**config.mk**
```make
export PLATFORM = sky130hd
export DESIGN_NAME = pcs_transmit
export DESIGN_NICKNAME = d
export VERILOG_FILES = /design/src/rtl/pcs_transmit.sv
export SDC_FILE = /design/constraint.sdc
export NUM_CORES = 1
export LEC_CHECK = 0
export CAP_MARGIN = 20
export CORE_UTILIZATION = 49
export DETAILED_ROUTE_END_ITERATION = 8
export GPL_ROUTABILITY_DRIVEN = 0
export PLACE_DENSITY = 0.77
export SETUP_SLACK_MARGIN = 0.15
export SLEW_MARGIN = 20
export SYNTH_ARGS = -nofsm -noshare
export SYNTH_HDL_FRONTEND = slang
export SYNTH_SLANG_ARGS = --single-unit
```
**constraint.sdc**
```tcl
create_clock -name Clk -period 3.6 [get_ports Clk]
set_clock_uncertainty 0.15 [all_clocks]
set_input_delay 0.9 -clock Clk [delete_from_list [all_inputs] [get_ports Clk]]
set_output_delay 0.9 -clock Clk [all_outputs]
set_load 0.05 [all_outputs]
```
**src/rtl/pcs_transmit.sv**
```systemverilog
// 1000BASE-X PCS transmit: GMII octets to 8b/10b code-groups with /I/ /S/ /T/ /R/ /V/ ordered sets.
// Define PCS_TX_ERR_PROP_EN to turn TX_ER during a frame into /V/; otherwise TX_ER is ignored.
module pcs_transmit (
    input  logic       Clk,
    input  logic       mr_main_reset,
    input  logic [7:0] TXD,
    input  logic       TX_EN,
    input  logic       TX_ER,
    output logic [9:0] tx_code_group,
    output logic       tx_even,
    output logic       transmitting,
    output logic       rd_positive
);

    typedef enum logic [1:0] {IDLE, DATA, EPD_R, EPD_R2} state_t;

    typedef struct packed {
        logic       k;
        logic [7:0] oct;
    } sym_t;

    localparam sym_t SYM_K28_5 = '{k: 1'b1, oct: 8'hBC};
    localparam sym_t SYM_K27_7 = '{k: 1'b1, oct: 8'hFB};
    localparam sym_t SYM_K29_7 = '{k: 1'b1, oct: 8'hFD};
    localparam sym_t SYM_K23_7 = '{k: 1'b1, oct: 8'hF7};
    localparam sym_t SYM_K30_7 = '{k: 1'b1, oct: 8'hFE};
    localparam sym_t SYM_D16_2 = '{k: 1'b0, oct: 8'h50};
    localparam sym_t SYM_D5_6  = '{k: 1'b0, oct: 8'hC5};

    state_t     state;
    state_t     state_nxt;
    sym_t       sym;
    logic       tx_nxt;
    logic       slot_even;
    logic       err_oct;

`ifdef PCS_TX_ERR_PROP_EN
    assign err_oct = TX_ER;
`else
    logic tx_er_unused;
    assign tx_er_unused = TX_ER;
    assign err_oct      = 1'b0;
`endif

    // slot being produced at the coming edge
    assign slot_even = ~tx_even;

    always_comb begin
        sym       = SYM_K28_5;
        state_nxt = state;
        tx_nxt    = 1'b0;
        case (state)
            IDLE: begin
                if (slot_even) begin
                    if (TX_EN) begin
                        sym       = SYM_K27_7;
                        tx_nxt    = 1'b1;
                        state_nxt = DATA;
                    end else begin
                        sym = SYM_K28_5;
                    end
                end else begin
                    // RD+ here means the K28.5 went out at RD-, so /I2/ restores RD-
                    sym = rd_positive ? SYM_D16_2 : SYM_D5_6;
                end
            end
            DATA: begin
                tx_nxt = 1'b1;
                if (!TX_EN) begin
                    sym       = SYM_K29_7;
                    state_nxt = EPD_R;
                end else if (err_oct) begin
                    sym = SYM_K30_7;
                end else begin
                    sym = '{k: 1'b0, oct: TXD};
                end
            end
            EPD_R: begin
                sym       = SYM_K23_7;
                state_nxt = slot_even ? EPD_R2 : IDLE;
            end
            EPD_R2: begin
                sym       = SYM_K23_7;
                state_nxt = IDLE;
            end
            default: begin
                sym       = SYM_K28_5;
                state_nxt = IDLE;
            end
        endcase
    end

    // 5b/6b RD- column with a nonzero-disparity flag: {nz, abcdei}
    function automatic logic [6:0] tbl6(input logic [4:0] x);
        logic [6:0] r;
        case (x)
            5'd0:  r = {1'b1, 6'b100111};
            5'd1:  r = {1'b1, 6'b011101};
            5'd2:  r = {1'b1, 6'b101101};
            5'd3:  r = {1'b0, 6'b110001};
            5'd4:  r = {1'b1, 6'b110101};
            5'd5:  r = {1'b0, 6'b101001};
            5'd6:  r = {1'b0, 6'b011001};
            5'd7:  r = {1'b0, 6'b111000};
            5'd8:  r = {1'b1, 6'b111001};
            5'd9:  r = {1'b0, 6'b100101};
            5'd10: r = {1'b0, 6'b010101};
            5'd11: r = {1'b0, 6'b110100};
            5'd12: r = {1'b0, 6'b001101};
            5'd13: r = {1'b0, 6'b101100};
            5'd14: r = {1'b0, 6'b011100};
            5'd15: r = {1'b1, 6'b010111};
            5'd16: r = {1'b1, 6'b011011};
            5'd17: r = {1'b0, 6'b100011};
            5'd18: r = {1'b0, 6'b010011};
            5'd19: r = {1'b0, 6'b110010};
            5'd20: r = {1'b0, 6'b001011};
            5'd21: r = {1'b0, 6'b101010};
            5'd22: r = {1'b0, 6'b011010};
            5'd23: r = {1'b1, 6'b111010};
            5'd24: r = {1'b1, 6'b110011};
            5'd25: r = {1'b0, 6'b100110};
            5'd26: r = {1'b0, 6'b010110};
            5'd27: r = {1'b1, 6'b110110};
            5'd28: r = {1'b0, 6'b001110};
            5'd29: r = {1'b1, 6'b101110};
            5'd30: r = {1'b1, 6'b011110};
            default: r = {1'b1, 6'b101011};
        endcase
        return r;
    endfunction

    // 3b/4b RD- column with a nonzero-disparity flag: {nz, fghj}
    function automatic logic [4:0] tbl4(input logic [2:0] y, input logic k, input logic alt7);
        logic [4:0] r;
        case (y)
            3'd0: r = {1'b1, 4'b1011};
            3'd1: r = k ? {1'b0, 4'b0110} : {1'b0, 4'b1001};
            3'd2: r = k ? {1'b0, 4'b1010} : {1'b0, 4'b0101};
            3'd3: r = {1'b0, 4'b1100};
            3'd4: r = {1'b1, 4'b1101};
            3'd5: r = k ? {1'b0, 4'b0101} : {1'b0, 4'b1010};
            3'd6: r = k ? {1'b0, 4'b1001} : {1'b0, 4'b0110};
            default: r = (k || alt7) ? {1'b1, 4'b0111} : {1'b1, 4'b1110};
        endcase
        return r;
    endfunction

    logic [4:0] enc_x;
    logic [2:0] enc_y;
    logic [5:0] six;
    logic [3:0] four;
    logic       nz6;
    logic       nz4;
    logic       rd_mid;
    logic       rd_out;
    logic       alt7;

    assign enc_x = sym.oct[4:0];
    assign enc_y = sym.oct[7:5];

    always_comb begin
        {nz6, six} = tbl6(enc_x);
        if (sym.k && enc_x == 5'd28)
            {nz6, six} = {1'b1, 6'b001111};
        // D.7 is neutral but still has distinct RD- / RD+ forms
        if (rd_positive && (nz6 || enc_x == 5'd7))
            six = ~six;
        rd_mid = rd_positive ^ nz6;

        // A7 avoids a run of five identical bits across the sub-block boundary
        alt7 = !sym.k && (rd_mid ? (enc_x == 5'd11 || enc_x == 5'd13 || enc_x == 5'd14)
                                 : (enc_x == 5'd17 || enc_x == 5'd18 || enc_x == 5'd20));
        {nz4, four} = tbl4(enc_y, sym.k, alt7);
        if (rd_mid && (nz4 || sym.k || enc_y == 3'd3))
            four = ~four;
        rd_out = rd_mid ^ nz4;
    end

    always_ff @(posedge Clk or negedge mr_main_reset) begin
        if (!mr_main_reset) begin
            state         <= IDLE;
            tx_code_group <= 10'h245;
            tx_even       <= 1'b0;
            transmitting  <= 1'b0;
            rd_positive   <= 1'b0;
        end else begin
            state         <= state_nxt;
            tx_code_group <= {six, four};
            tx_even       <= ~tx_even;
            transmitting  <= tx_nxt;
            rd_positive   <= rd_out;
        end
    end

endmodule

```
* Word level (Yosys, flattened, before mapping)
Memory sizes are Yosys's and may differ from the RTL's.
Cells that the tools add are included.
** Word-level totals
- Input port bits :: 12
- Memories kept :: 1
- Memory bits (writable) :: 0
- Word-level logic and storage cells :: 72
- Bits in latches :: 0
- Register bits :: 15
- Memory bits (read-only) :: 224
** Memories
- (name not given) :: words 32, width 7, rd ports 1, clocked after Yosys merged registers in 0, wr ports 0, RTL line 96 : case (x)
** Operators by class
- Reduce and logical (&&, ||, !) cells :: 17
- Eq/ne operators :: 20
- Multiplexer cells :: 24
- Div/mod/pow operators :: 0
- Order comparisons :: 0
- $mul :: 0
- Shift operators :: 0
- Add/sub/neg operators :: 0
- Bitwise logic cells :: 5
** Operators with widths (number)
- $pmux 5 s7 :: 1
- $pmux 9 s3 :: 1
- $mux 4 :: 6
- $eq 5x5->1 const B :: 4
- $mux 9 :: 2
- $eq 5x4->1 const B :: 3
- $mux 6 :: 2
- $eq 3x3->1 const B :: 3
- $logic_or 1x1->1 :: 8
- $mux 2 :: 4
- $mux 8 :: 1
- $pmux 2 s4 :: 1
- $mux 7 :: 1
- $eq 3x2->1 const B :: 2
- $ne 2x2->1 const B :: 3
- $not 6->6 :: 1
- $eq 5x3->1 const B :: 1
- $eq 2x2->1 const B :: 2
- $logic_and 1x1->1 :: 4
- $mux 1 :: 4
- $not 4->4 :: 1
- $eq 3x1->1 const B :: 1
- $logic_not 3->1 :: 1
- $reduce_and 3->1 :: 1
- 7 further kinds :: 8

* Longest topological paths before layout
Gate-level depths: netlist of the first run.
- Depth in word-level cells :: 16
- Gate-level depth with buffers :: 13
- Mapped depth without buffers :: 11

* Worst setup path before layout of the first run
No wires, ideal clock.
- Kind :: input -> register
- From :: input port TX_EN
- To :: register tx_code_group[0]
- Data required time :: 3.362 ns
- Stages on the path :: 12
- Arrival :: 3.708 ns
- Path slack :: -0.345 ns
- Path through :: buf_6 > or2_1 > a21oi_1 > o21ai_0 > inv_1 > ha_1 > mux2_4 > o221ai_2 > nor3_2 > or3_4 > nor4bb_1 > or3_1
** Between the ends
- Word-level cells in the longest chain between the ends :: 14
- Elaborated cells on any way between the ends :: 41
- Those cells by class :: eq/ne: 13; mux: 13; bitwise: 2; reduce/logical: 12; memory: 1
** RTL lines
- from (decl) :: RTL line 7 : input logic TX_EN,
- $mux 7 :: RTL line 55 : if (TX_EN) begin
- $mux 9 :: RTL line 54 : if (slot_even) begin
- $pmux 9 s3 (*) :: RTL line 52 : case (state)
- parallel branches: the longest is 10 deep, another holds $mem_v2 32x7
- $mux 4 (*) :: RTL line 175 : if (rd_mid && (nz4 || sym.k || enc_y == 3'd3))
- named net four[0] :: RTL line 152 : logic [3:0] four;
- to (signal assigned) :: RTL line 189 : tx_code_group <= {six, four};
- to (decl) :: RTL line 9 : output logic [9:0] tx_code_group,
Mark *: on every way through the listed nets, which the timed path passes.
A chain may end at the register's enable or synchronous reset.

* Worst setup path after layout of the first run
- From :: input port TXD[2]
- To :: register tx_code_group[0]
** Between the ends
- Word-level cells in the longest chain between the ends :: 13
- Elaborated cells on any way between the ends :: 25
- Those cells by class :: eq/ne: 7; mux: 7; bitwise: 2; reduce/logical: 8; memory: 1
** RTL lines
- from (decl) :: RTL line 6 : input logic [7:0] TXD,
- $mux 9 (*) :: RTL line 69 : if (!TX_EN) begin
- $pmux 9 s3 (*) :: RTL line 52
- parallel branches: the longest is 10 deep, another holds $mem_v2 32x7
- $mux 4 (*) :: RTL line 175
- named net four[0] :: RTL line 152
Marks and branches as above.

==> results.json, run 1 <==
{
  "outcome": "finished, final reports clean",
  "dr.pass1.iters": 5,
  "yosysTopAreaCellShare_pct": 17.4,
  "wl_per_cell_um": 16.6,
  "cts-root-buf": "clkbuf_4",
  "port_buffers": 23,
  "synthesis.area_sq_um": 1580,
  "insertion_delay_ns": 0.31,
  "hold_class": "register to register",
  "ys_seq_elements": 15,
  "via_count": 1616,
  "p_int_mw": 0.888,
  "swShare_pct": 49.1,
  "p_seq_share_pct": 16.6,
  "fin_ws_ns": 0.219,
  "rsz0062_at_grt": "false",
  "netlist_instances": 174,
  "dieHeight_um": 58.7,
  "finalCritPeriodShare_pct": 93.9,
  "synth_area_leaders": "dfrtp_1, dfstp_2, ha_1",
  "pre_cts_ws_ns": -0.429,
  "viasPerCell": 5.81,
  "path_class": "primary input to register",
  "crit_path_max_incr_delay_ns": 0.49,
  "die_w_um": 58.7,
  "crit_chain": "clkdlybuf4s50_1, and4bb_4, a21oi_4, mux2_4, o221ai_4, nor3_2, or3_4, nor4bb_1, or3_1",
  "placementRows": 20,
  "pin_count": 25,
  "p_switching_mw": 0.856,
  "grt_usage_pct": 26.0,
  "period_minus_slack_ns": 3.38,
  "comb_power_share_pct": 77.3,
  "grt_overflow": 0,
  "power_density_nw_per_um2": 765,
  "synth_area_per_cell_sq_um": 9.07,
  "clock.fmax_mhz": 296,
  "drive_above_1_share_pct": 38.5,
  "critical_path_required_ns": 3.68,
  "clock-sinks": 15,
  "layout.nets": 255,
  "cts.htree.levels": 1,
  "arrival_ns": 3.46,
  "drcViolationCount": 0,
  "path_clk_slew_ns": 0.10,
  "peakVddDrop_v": 0.000293,
  "relSlewSlack_pct": 52.7,
  "initial_core_util_pct": 51.7,
  "grt_max_degree": 16,
  "cts_made_buffers": 3,
  "crit_fanout": 4,
  "cap_violations": 0,
  "power.total_mw": 1.74,
  "netlist-cell-type-count": 63,
  "ant_nets": 0,
  "clock_path_buffers": 2,
  "ys_seq_area_share_pct": 24.1,
  "start_kind": "primary input",
  "syn_to_final_growth_pct": 44.6,
  "coreArea_sq_um": 3050,
  "routed_wl_um": 4610,
  "n_antenna_cell": 0,
  "grt_pass1_vias": 1510,
  "synth_fp_nets": 194,
  "antenna_found_initial": 0,
  "crit_slowest_cell": "clkdlybuf4s50_1",
  "grt_first_pass_wirelength_um": 6720,
  "setup_viol": 0,
  "end_kind": "register",
  "synth_edf_count": 0,
  "cts_tree": "done",
  "p_clk_share_pct": 6.1,
  "post-dp-hpwl_um": 3340,
  "slew_viol_final": 0,
  "cts_hold_buf": 0,
  "async_flop_share_pct": 100,
  "yosys_warnings": 0,
  "power.leakage_nw": 0.962,
  "drt_iter0_drc": 75,
  "hold_violations": 0,
  "worst_pin_slew_ns": 0.707,
  "dieArea_sq_um": 3450,
  "synthFlopType": "dfrtp_1",
  "yosys.area.top_type": "dfrtp_1"
}
==> final timing paths <==
check | startpoint | slack (ns) | to | depth (start not counted)
min in group asynchronous | mr_main_reset | 0.85 | transmitting | 1
hold / removal | tx_even | 0.52 | tx_even | 1
setup reg to reg | state[0] | 0.50 | tx_code_group[0] | 10
hold reg to reg | tx_even | 0.52 | tx_even | 1
max in group asynchronous | mr_main_reset | 1.99 | tx_code_group[8] | 1
setup / recovery | TXD[2] | 0.22 | tx_code_group[0] | 9
==> synth_stat cells (3+ instances only) <==
cell,instances
xnor2_1,7
a21o_1,3
dfrtp_1,11
xor2_1,4
nand2_1,13
o21ai_0,9
ha_1,8
o211ai_1,4
inv_1,4
mux2i_1,4
dfstp_2,4
nor2_1,20
nor3_1,3
or3_1,4
buf_6,4
a21oi_1,11
==> stage by stage <==
stage,cell area [sq um],hold WS (ns),instances,utilization [%],TNS [ns]
after global routing,2280,0.573,278,74.7,0
after CTS,2160,0.519,272,70.7,0
after floorplan,1640,0.454,174,-,0
final,2280,0.522,278,74.7,0
after global placement,2110,0.476,267,69.2,-0.958
after detailed placement,2110,0.494,267,69.2,-1.58
==> critical path: cells and delay by family <==
family / cells / cell delay, ns
and+or+nand+nor: 5 / 1.22
buffers and inverters: 1 / 0.49
AOI/OAI and AO/OA: 2 / 0.48
muxes: 1 / 0.37
==> power groups by stage <==
stage / logic, mW / registers, mW / clock network [mW]
after floorplan: 0.639 / 0.519 / 0
after global placement: 1.20 / 0.290 / 0
after detailed placement: 1.24 / 0.295 / 0
after CTS: 1.25 / 0.291 / 0.106
after global routing: 1.42 / 0.296 / 0.111
final: 1.35 / 0.290 / 0.106
==> registers in the layout, indices dropped and copies added, names as in the netlist <==
name and flops:
tx_even 1, state 2, transmitting 1, tx_code_group 10, rd_positive 1
==> cell usage in the layout, fill, tap and decap left out, types with 2 or more instances in the layout <==
master and instances:
clkbuf_4 3, nand3_1 2, or3_4 2, xnor2_1 7, inv_2 3, a31o_1 2, o211ai_1 4, buf_4 40
or2_4 2, o2111ai_1 2, or3_1 4, a31oi_2 2, nor2_1 19, a21oi_4 2, xor2_1 4, dfrtp_1 11
inv_1 2, a211o_1 2, a21o_2 2, a21o_1 3, a21oi_1 10, o22a_1 2, nor3_1 3, mux2i_1 3
nand2_1 13, clkdlybuf4s50_1 20, mux2_4 2, dlymetal6s2s_1 2, dfstp_2 4, nand2b_1 2, nand2_2 2, buf_6 2
o21ai_0 6, o21ai_1 2, ha_1 4, ha_4 4
==> per-layer routing <==
layer | global-route usage (%) | vias to the layer above | wire, um
li1 | - | 763 | -
met1 | 30.4 | 772 | 1840
met2 | 46.4 | 70 | 2420
met3 | 3.74 | 11 | 239
met4 | 12.2 | 0 | 108
met5 | 0 | - | 0
==> cells by family (layout without fill, tap and decap cells) <==
kind of cell,Yosys count,count (layout),synth area share (%)
and+or+nand+nor,60,60,21.4
AOI/OAI and AO/OA,59,59,30.8
DFF,15,15,24.1
buffers and inverters,14,74,6.10
xor gates and xnor gates,11,11,6.11
adders and majority gates,8,8,6.34
muxes,7,7,5.15
==> cell type report <==
cell class | instances | area (sq um)
Fill cell | 233 | 772
Multi-Input combinational cell | 145 | 1250
Clock buffer | 3 | 22.5
Clock inverter | 1 | 5.00
Tap cell | 44 | 55.1
Inverter | 5 | 18.8
Sequential cell | 15 | 380
Timing Repair Buffer | 65 | 553
==> timing repair <==
action / in CTS / in global routing
setup endpoints to repair: 4 / 2
pin swaps: 3 / 13
setup buffers: 1 / 6
gates resized for setup: 5 / 18
No activity file was read; power rests on OpenSTA's default activity.
==> run 2: changes to the inputs <==
CELL_PAD_IN_SITES_DETAIL_PLACEMENT = 1   (was not set)
CELL_PAD_IN_SITES_GLOBAL_PLACEMENT = 1   (was not set)
CORE_UTILIZATION = 44   (was 49)
PLACE_DENSITY = not set   (was 0.77)
PLACE_DENSITY_LB_ADDON = 0.1   (was not set)
clock period = 4.1 ns   (was 3.6 ns; I/O delays follow)
==> results.json, run 2 (synthesis gave the netlist of run 1 again) <==
{
  "p_switching_mw": 0.702,
  "critical_path_required_ns": 4.16,
  "r2r_slack_ns": 0.71,
  "crit_fanout": 4,
  "post-dp-hpwl_um": 3510,
  "cts-root-buf": "clkbuf_4",
  "hold_depth": 1,
  "p_clk_share_pct": 6.3,
  "grt_first_pass_wirelength_um": 7090,
  "ant_nets": 0,
  "layout_common_cells": "clkdlybuf4s50_1, buf_4, nor2_1",
  "crit_path_max_incr_delay_ns": 0.43,
  "p_int_mw": 0.687,
  "port_buffers": 23,
  "routed_wl_um": 4440,
  "hold_class": "register to register",
  "cts_hold_buf": 0,
  "drcViolationCount": 0,
  "dieHeight_um": 61.9,
  "placementRows": 21,
  "top_regs": "tx_code_group (10), state (2)",
  "top_register": "tx_code_group",
  "cts_made_buffers": 3,
  "start_kind": "primary input",
  "power_density_nw_per_um2": 689,
  "pin_count": 25,
  "fin_ws_ns": 0.294,
  "whs_endpoint": "tx_even",
  "peakVddDrop_v": 0.000230,
  "crit_slowest_cell": "clkdlybuf4s50_1",
  "period_minus_slack_ns": 3.81,
  "finalCritPeriodShare_pct": 92.8,
  "wl_per_cell_um": 17.0,
  "grt_max_degree": 21,
  "drt_iter0_drc": 56,
  "path_class": "primary input to register",
  "cap_violations": 0,
  "syn_to_final_growth_pct": 27.8,
  "p_seq_share_pct": 19.2,
  "largest_reg_flops": 10,
  "arrival_ns": 3.86,
  "reg2reg_depth": 11,
  "worst_pin_slew_ns": 0.663,
  "cts.htree.levels": 1,
  "clock.fmax_mhz": 263,
  "clock-sinks": 15,
  "worstReg2RegStart": "state[0]",
  "via_count": 1507,
  "clock_path_buffers": 2,
  "setup_viol": 0,
  "crit_chain": "clkdlybuf4s50_1, or2_1, a21oi_1, o21ai_2, buf_4, ha_1, mux2i_1, o221a_2, a21boi_2, or3_4, nor4bb_1, or3_1",
  "dr.pass1.iters": 4,
  "end_kind": "register",
  "timing.hold.ws_ns": 0.526,
  "rsz0062_at_grt": "false",
  "dieArea_sq_um": 3830,
  "rr_endpoint": "tx_code_group[0]",
  "slew_viol_final": 0,
  "swShare_pct": 50.5,
  "grt_usage_pct": 25.7,
  "relSlewSlack_pct": 55.7,
  "cts_tree": "done",
  "initial_core_util_pct": 46.5,
  "post-route-util_pct": 59.5,
  "antenna_found_initial": 0,
  "grt_pass1_vias": 1501,
  "viasPerCell": 5.77,
  "finalSetupTns_ns": 0,
  "drive_above_1_share_pct": 27.0,
  "hold_violations": 0,
  "comb_power_share_pct": 74.5,
  "power.leakage_nw": 0.841,
  "outcome": "finished, final reports clean",
  "grt_overflow": 0,
  "n_antenna_cell": 0,
  "pre_cts_ws_ns": -0.183,
  "cts_setup_buffers": 0,
  "hp-start": "tx_even",
  "die_w_um": 61.9,
  "insertion_delay_ns": 0.29,
  "coreArea_sq_um": 3390,
  "layout.nets": 236,
  "path_clk_slew_ns": 0.10
}
run 2: per-stage QoR:
| step | cells | total power, mW | cell area, sq um |
|---|---|---|---|
| final | 261 | 1.39 | 2020 |
| after global routing | 261 | 1.48 | 2020 |
| after CTS | 261 | 1.37 | 1990 |
| after detailed placement | 257 | 1.27 | 1960 |
| after global placement | 257 | 1.23 | 1960 |
| after floorplan | 174 | 0.980 | 1580 |
run 2: what timing repair did:
item	4_1_cts	5_1_grt
pin swaps	0	2
gates resized for setup	1	6
setup endpoints to repair	2	2
endpoints found under the hold margin	0	0
run 2: worst max-delay path by stage:
stage,from,endpoint,slack [ns],depth (start not counted)
floorplan,TX_EN,tx_code_group[0],0.22,12
global route,TX_EN,tx_code_group[3],0.14,13
detailed placement,TX_EN,tx_code_group[0],-0.18,12
CTS,TX_EN,tx_code_group[3],0.22,12
global placement,TX_EN,tx_code_group[0],-0.05,12
finish,TX_EN,tx_code_group[0],0.29,12
run 2: metal layers:
metal	wire [um]	track usage, %	vias up
li1	-	-	729
met1	1930	31.4	741
met2	2320	45.0	31
met3	122	3.93	6
met4	58	10.2	0
met5	0	0	-
run 2: power groups by stage:
stage | Combinational [mW] | Clock, mW | Sequential (mW)
final | 1.03 | 0.0876 | 0.266
after global routing | 1.11 | 0.0964 | 0.274
after CTS | 1.01 | 0.0896 | 0.266
after detailed placement | 1.00 | 0 | 0.270
after global placement | 0.965 | 0 | 0.264
after floorplan | 0.524 | 0 | 0.456
run 2: area by class of cell:
cell class,instances,area [sq um]
sequential,15,380
fill,410,1370
inverter,5,18.8
clock buffer,4,26.3
multi-input combinational,145,1130
timing repair buffer,46,403
tap,46,57.6
run 2: critical path: cells and delay by family:
family | cells | cell delay, ns
buf+inv | 2 | 0.59
simple gates | 4 | 1.16
compound gates | 4 | 0.68
mux | 1 | 0.21
fa+ha+maj | 1 | 0.21
